$ cat src/rtl/alu_arbiter.sv
// alu_arbiter: two-requester round-robin front end for the shared registered ALU (optional opcode check: ALU_ARB_OPCHK_EN)
module alu_arbiter #(
   parameter int WIDTH = 32,
   parameter int CTLW  = 4,
   parameter int CNT_W = 16
) (
   input  logic             clk,
   input  logic             rst,
   input  logic [1:0]       req_valid,
   output logic [1:0]       req_ready,
   input  logic [CTLW-1:0]  req_ctl0,
   input  logic [WIDTH-1:0] req_a0,
   input  logic [WIDTH-1:0] req_b0,
   input  logic [CTLW-1:0]  req_ctl1,
   input  logic [WIDTH-1:0] req_a1,
   input  logic [WIDTH-1:0] req_b1,
   output logic [1:0]       resp_valid,
   input  logic [1:0]       resp_ready,
   output logic [WIDTH-1:0] resp_data,
   output logic             resp_zero,
   output logic             resp_err,
   output logic [CTLW-1:0]  alu_ctl,
   output logic [WIDTH-1:0] alu_a,
   output logic [WIDTH-1:0] alu_b,
   input  logic [WIDTH-1:0] alu_out,
   input  logic             alu_zero,
   output logic             busy,
   output logic [CNT_W-1:0] op_count
);
   typedef enum logic [1:0] {IDLE, EXEC, CAPT, RESP} state_t;
   state_t state_q, state_d;
   logic last_grant_q, owner_q, gnt, acc, resp_hs, illegal;
   logic [CTLW-1:0] ctl_q, sel_ctl;
   logic [WIDTH-1:0] a_q, b_q, data_q, sel_a, sel_b;
   logic zero_q;
   logic [CNT_W-1:0] cnt_q;
`ifdef ALU_ARB_OPCHK_EN
   logic err_q;
   assign resp_err = err_q;
`else
   assign resp_err = 1'b0;
`endif
   assign alu_ctl = ctl_q;
   assign alu_a = a_q;
   assign alu_b = b_q;
   assign resp_data = data_q;
   assign resp_zero = zero_q;
   assign op_count = cnt_q;
   // round-robin grant, operand select and handshake decode; reset masks both handshakes
   always_comb begin
      gnt = (&req_valid) ? ~last_grant_q : req_valid[1];
      acc = ~rst && state_q == IDLE && |req_valid;
      resp_hs = ~rst && state_q == RESP && resp_ready[owner_q];
      sel_ctl = gnt ? req_ctl1 : req_ctl0;
      sel_a = gnt ? req_a1 : req_a0;
      sel_b = gnt ? req_b1 : req_b0;
`ifdef ALU_ARB_OPCHK_EN
      illegal = !(sel_ctl inside {CTLW'(0), CTLW'(1), CTLW'(2), CTLW'(6), CTLW'(5),
                                  CTLW'(12), CTLW'(7), CTLW'(8), CTLW'(10), CTLW'(4)});
`else
      illegal = 1'b0;
`endif
   end
   // state register
   always_ff @(posedge clk) begin
      if (rst) state_q <= IDLE;
      else state_q <= state_d;
   end
   // next state: illegal codes bypass the ALU and respond immediately
   always_comb begin
      state_d = state_q;
      case (state_q)
         IDLE: state_d = acc ? (illegal ? RESP : EXEC) : IDLE;
         EXEC: state_d = CAPT;
         CAPT: state_d = RESP;
         RESP: state_d = resp_hs ? IDLE : RESP;
         default: state_d = IDLE;
      endcase
   end
   // handshake outputs, forced low while reset is asserted
   always_comb begin
      req_ready = acc ? (gnt ? 2'b10 : 2'b01) : 2'b00;
      resp_valid = (~rst && state_q == RESP) ? (owner_q ? 2'b10 : 2'b01) : 2'b00;
      busy = ~rst && state_q != IDLE;
   end
   // operand latch, result capture and completion counter
   always_ff @(posedge clk) begin
      if (rst) begin
         last_grant_q <= 1'b1;
         owner_q <= 1'b0;
         ctl_q <= '0;
         a_q <= '0;
         b_q <= '0;
         data_q <= '0;
         zero_q <= 1'b0;
         cnt_q <= '0;
`ifdef ALU_ARB_OPCHK_EN
         err_q <= 1'b0;
`endif
      end else begin
         if (acc) begin
            last_grant_q <= gnt;
            owner_q <= gnt;
         end
         if (acc && !illegal) begin
            ctl_q <= sel_ctl;
            a_q <= sel_a;
            b_q <= sel_b;
         end
         if (state_q == CAPT) begin
            data_q <= alu_out;
            zero_q <= alu_zero;
         end
`ifdef ALU_ARB_OPCHK_EN
         if (state_q == CAPT) err_q <= 1'b0;
         if (acc && illegal) begin
            data_q <= '0;
            zero_q <= 1'b0;
            err_q <= 1'b1;
         end
`endif
         if (resp_hs) cnt_q <= cnt_q + CNT_W'(1);
      end
   end
endmodule

$ cat config.mk
export PLATFORM = sky130hd
export DESIGN_NAME = alu_arbiter
export DESIGN_NICKNAME = d
export VERILOG_FILES = /design/src/rtl/alu_arbiter.sv
export SDC_FILE = /design/constraint.sdc
export NUM_CORES = 1
export LEC_CHECK = 0
export BUFFER_PORTS_ARGS = -buffer_cell sky130_fd_sc_hd__clkbuf_2
export CORE_ASPECT_RATIO = 0.8
export CORE_MARGIN = 3
export CORE_UTILIZATION = 40
export CTS_CLUSTER_DIAMETER = 60
export CTS_CLUSTER_SIZE = 28
export DETAILED_ROUTE_END_ITERATION = 6
export GPL_ROUTABILITY_DRIVEN = 0
export PLACE_DENSITY = 0.83
export SETUP_SLACK_MARGIN = 0.2
export SYNTH_ARGS = -nofsm -noshare
export SYNTH_HDL_FRONTEND = slang
export SYNTH_SLANG_ARGS = --single-unit
$ cat constraint.sdc
create_clock -name clk -period 1.4 [get_ports clk]
set_input_delay 0.14 -clock clk [delete_from_list [all_inputs] [get_ports clk]]
set_output_delay 0.14 -clock clk [all_outputs]
set_load 0.02 [all_outputs]
==> results.yml <==
finish:
  most-common-layout-cells: "clkbuf_2, dfxtp_1, nor2_1, nand2_1, a211oi_2"
  final_core_util_pct: 75.5
  multiInputGateArea_um2: 3290
  finalNetCount: 1124
  num-fill-cells: 829
  n_antenna_cell: 0
  register_area_um2: 2480
  flow.area_growth_from_synthesis_pct: 83.7
  most_common_cell_after_layout_fill_and_taps_aside: "clkbuf_2"
  drive_gt1_share_pct: 58.8
hold_path:
  timing.hold.worst_endpoint: "alu_a[26]$_SDFFE_PP0P_"
  beginning_of_the_worst_hold_path: "req_a0[26]"
  whs_path_depth: 3
  min_path_type: "input pin to flop"
worst_setup_path:
  timing.rr.end: "alu_b[3]$_SDFFE_PP0P_"
  critical_setup_path_class: "flop to output port"
  setup.worst_path.start_class: "flop"
  timing.reg2reg.setup_slack_ns: -0.07
  reg2regPathDepth: 7
  critical-path-max-stage-delay_ns: 0.33
  regToRegStartpoint: "last_grant_q$_SDFFE_PP1P_"
  critical_path.slowest_cell: "dfxtp_2"
  crit_arrival_ns: 1.35
  cp_data_required_time_ns: 1.26
  critPathMaxFanout: 3
  cp_cell_sequence: "a21boi_4 -> buf_12 -> and3_4 -> buf_8"
  end_kind: "output port"
job:
  cap_viol_max_count: 0
grt:
  globalRouteTotalUtil_pct: 22.6
  wire_length_of_the_first_global_routing_pass_um: 26400
  initial_antenna_violation_count: 0
  grt_overflow_total: 0
  via_count_of_the_first_global_routing_pass: 5433
  grt_start_max_net_pins: 51
clocking:
  clock_tree.buffer_depth: 2
  clk_root_buffer_cell: "clkbuf_16"
  tritoncts: "built"
  path_clk_slew_ns: 0.06
  h-tree-depth: 4
  tritoncts.num_buffers: 17
  clk-insertion-delay-late_ns: 0.41
  tritoncts_num_sinks: 121
sta:
  setup_viol: 29
  fin_ws_ns: -0.0940
  finalHoldViolCount: 0
  timing.fmax_mhz: 669
  rsz0062_at_grt: "true"
  maxSlewHeadroom_pct: 48.7
  timing_max_transition_violations_final: 0
  worst_slew_pin_slew_ns: 0.769
  final_min_period_over_clock_period_pct: 107
  clock_skew_ns: 0.0149
  timing.final.crit_period_ns: 1.49
pwr:
  power_density_nw_per_um2: 1220
  ir_worst_vdd_mv: 0.793
  post-layout-total-power_mw: 11.9
  total_leakage_power_nw: 4.32
yosys:
  syn_avg_cell_area_um2: 9.45
  postSynthNetCount: 740
  count_of_state_elements_after_synthesis: 121
  post_synth_inst_count: 564
  synth-warning-count: 0
  synth_enable_flop_cells: 0
  postSynth.asyncResetShare_pct: 0
  synthesis.area_um2: 5330
  dominant_synthesized_flop_cell: "dfxtp_1"
  synth.distinct_cells: 40
  yosysSeqAreaShare_pct: 45.5
die:
  design.portCount: 298
  rows: 37
  dieHeight_um: 109
  floorplan.initialDensity_pct: 41.1
  design.die.area_um2: 14700
  fp.dieW_um: 135
  placeableCoreArea_um2: 13000
route:
  detail_route.drc_violations: 0
  totalWireLength_um: 20200
  vias: 5834
  drt_wl_cell_um: 17.8
  drt-pass1-iter-count: 6
  dr.first_iter.drc_count: 300
  drtAntennaViolNets: 0
  via_per_inst: 5.14
outcome:
  failed_checks: "negative setup slack"
  status: "finished with violations"
place:
  detailedPlace.worstSlack_ns: 0.0107
  hpwl_um: 11300
  count_of_input_and_output_buffers: 296
[report_power, final]
group	internal, mW	switching (mW)	leakage, nW
Sequential	3.80	0.224	1.01
Combinational	1.90	1.97	3.04
Clock	2.44	1.62	0.271
Total	8.13	3.81	4.32
[worst max-delay path: cells and delay by family, from the launching register on]
| family | cells | cell delay (ns) |
|---|---|---|
| DFF | 1 | 0.33 |
| buffers and inverters | 2 | 0.24 |
| and+or+nand+nor | 1 | 0.20 |
| AOI/OAI and AO/OA | 1 | 0.18 |
[sequential cells by signal, summed over array words and instances (netlist names)]
register / flops
op_count: 16
resp_zero: 1
resp_data: 32
alu_a: 32
state_q: 2
owner_q: 1
alu_ctl: 4
alu_b: 32
last_grant_q: 1
[routing by layer]
metal / share of wire (%) / vias up / GRT usage [%]
met3: 5.3 / 50 / 5.81
met5: 0 / - / 0
met2: 52 / 223 / 41.1
met4: 2.8 / 0 / 6.62
li1: - / 2766 / -
met1: 40 / 2795 / 26.3
[how the worst max path moves through the flow]
stage	endpoint	cells past startpoint	slack, ns	startpoint
detailed placement	op_count[15]$_SDFFE_PP0P_	4	0.01	state_q[0]$_SDFF_PP0_
finish	req_ready[1]	4	-0.09	last_grant_q$_SDFFE_PP1P_
global route	alu_a[24]$_SDFFE_PP0P_	6	-0.16	last_grant_q$_SDFFE_PP1P_
global placement	op_count[15]$_SDFFE_PP0P_	4	0.05	state_q[0]$_SDFF_PP0_
floorplan	op_count[15]$_SDFFE_PP0P_	4	0.06	op_count[8]$_SDFFE_PP0P_
CTS	req_ready[1]	4	-0.13	last_grant_q$_SDFFE_PP1P_
[cell usage after synthesis (3+ instances only)]
cell	count	area [um^2]
a21oi_1	42	210
nor3_1	5	25.0
mux2i_1	69	691
buf_4	14	105
and4_1	3	26.3
a211oi_2	39	488
or3_1	4	25.0
o21ai_0	8	40.0
xnor2_1	6	52.6
dfxtp_1	121	2420
nand3_1	6	30.0
clkbuf_1	9	33.8
inv_1	4	15.0
a211oi_1	29	218
buf_2	21	105
nand2_1	74	278
nor2_1	82	308
[metrics by stage]
step | instance area, um^2 | instances | setup TNS [ns] | hold WS [ns]
4_1_cts | 8770 | 1103 | -2.84 | 0.0444
2_1_floorplan | 5500 | 564 | 0 | 0.276
3_3_place_gp | 7260 | 1017 | 0 | 0.364
6_report | 9790 | 1135 | -0.764 | 0.0576
5_1_grt | 9790 | 1135 | -4.18 | 0.0652
3_5_place_dp | 7260 | 1017 | 0 | 0.370
[layout make-up]
cell class / instances / share of cell area, %
inverter: 4 / 0.153
timing repair buffer: 411 / 33.1
tap: 175 / 2.24
clock inverter: 14 / 1.24
multi-input combinational: 393 / 33.6
clock buffer: 17 / 4.35
sequential: 121 / 25.3
[cell families after synthesis]
logic type,after synthesis,synth area share [%]
adders and majority gates,1,0.235
xor gates and xnor gates,8,1.32
muxes,71,13.5
buffers and inverters,50,5.00
AOI/OAI and AO/OA,120,18.2
and+or+nand+nor,192,16.2
other,1,0.0704
DFF,121,45.5
[timing repair]
| item | 4_1_cts | 5_1_grt |
|---|---|---|
| hold buffers | 33 | 0 |
| pin swaps | 27 | 48 |
| resized for setup | 76 | 113 |
| buffers inserted | 16 | 14 |
| endpoints found under the hold margin | 33 | 0 |
| endpoints found under the setup margin | 87 | 102 |
| gates cloned | 6 | 18 |
Power figures use the tool's default switching activity.
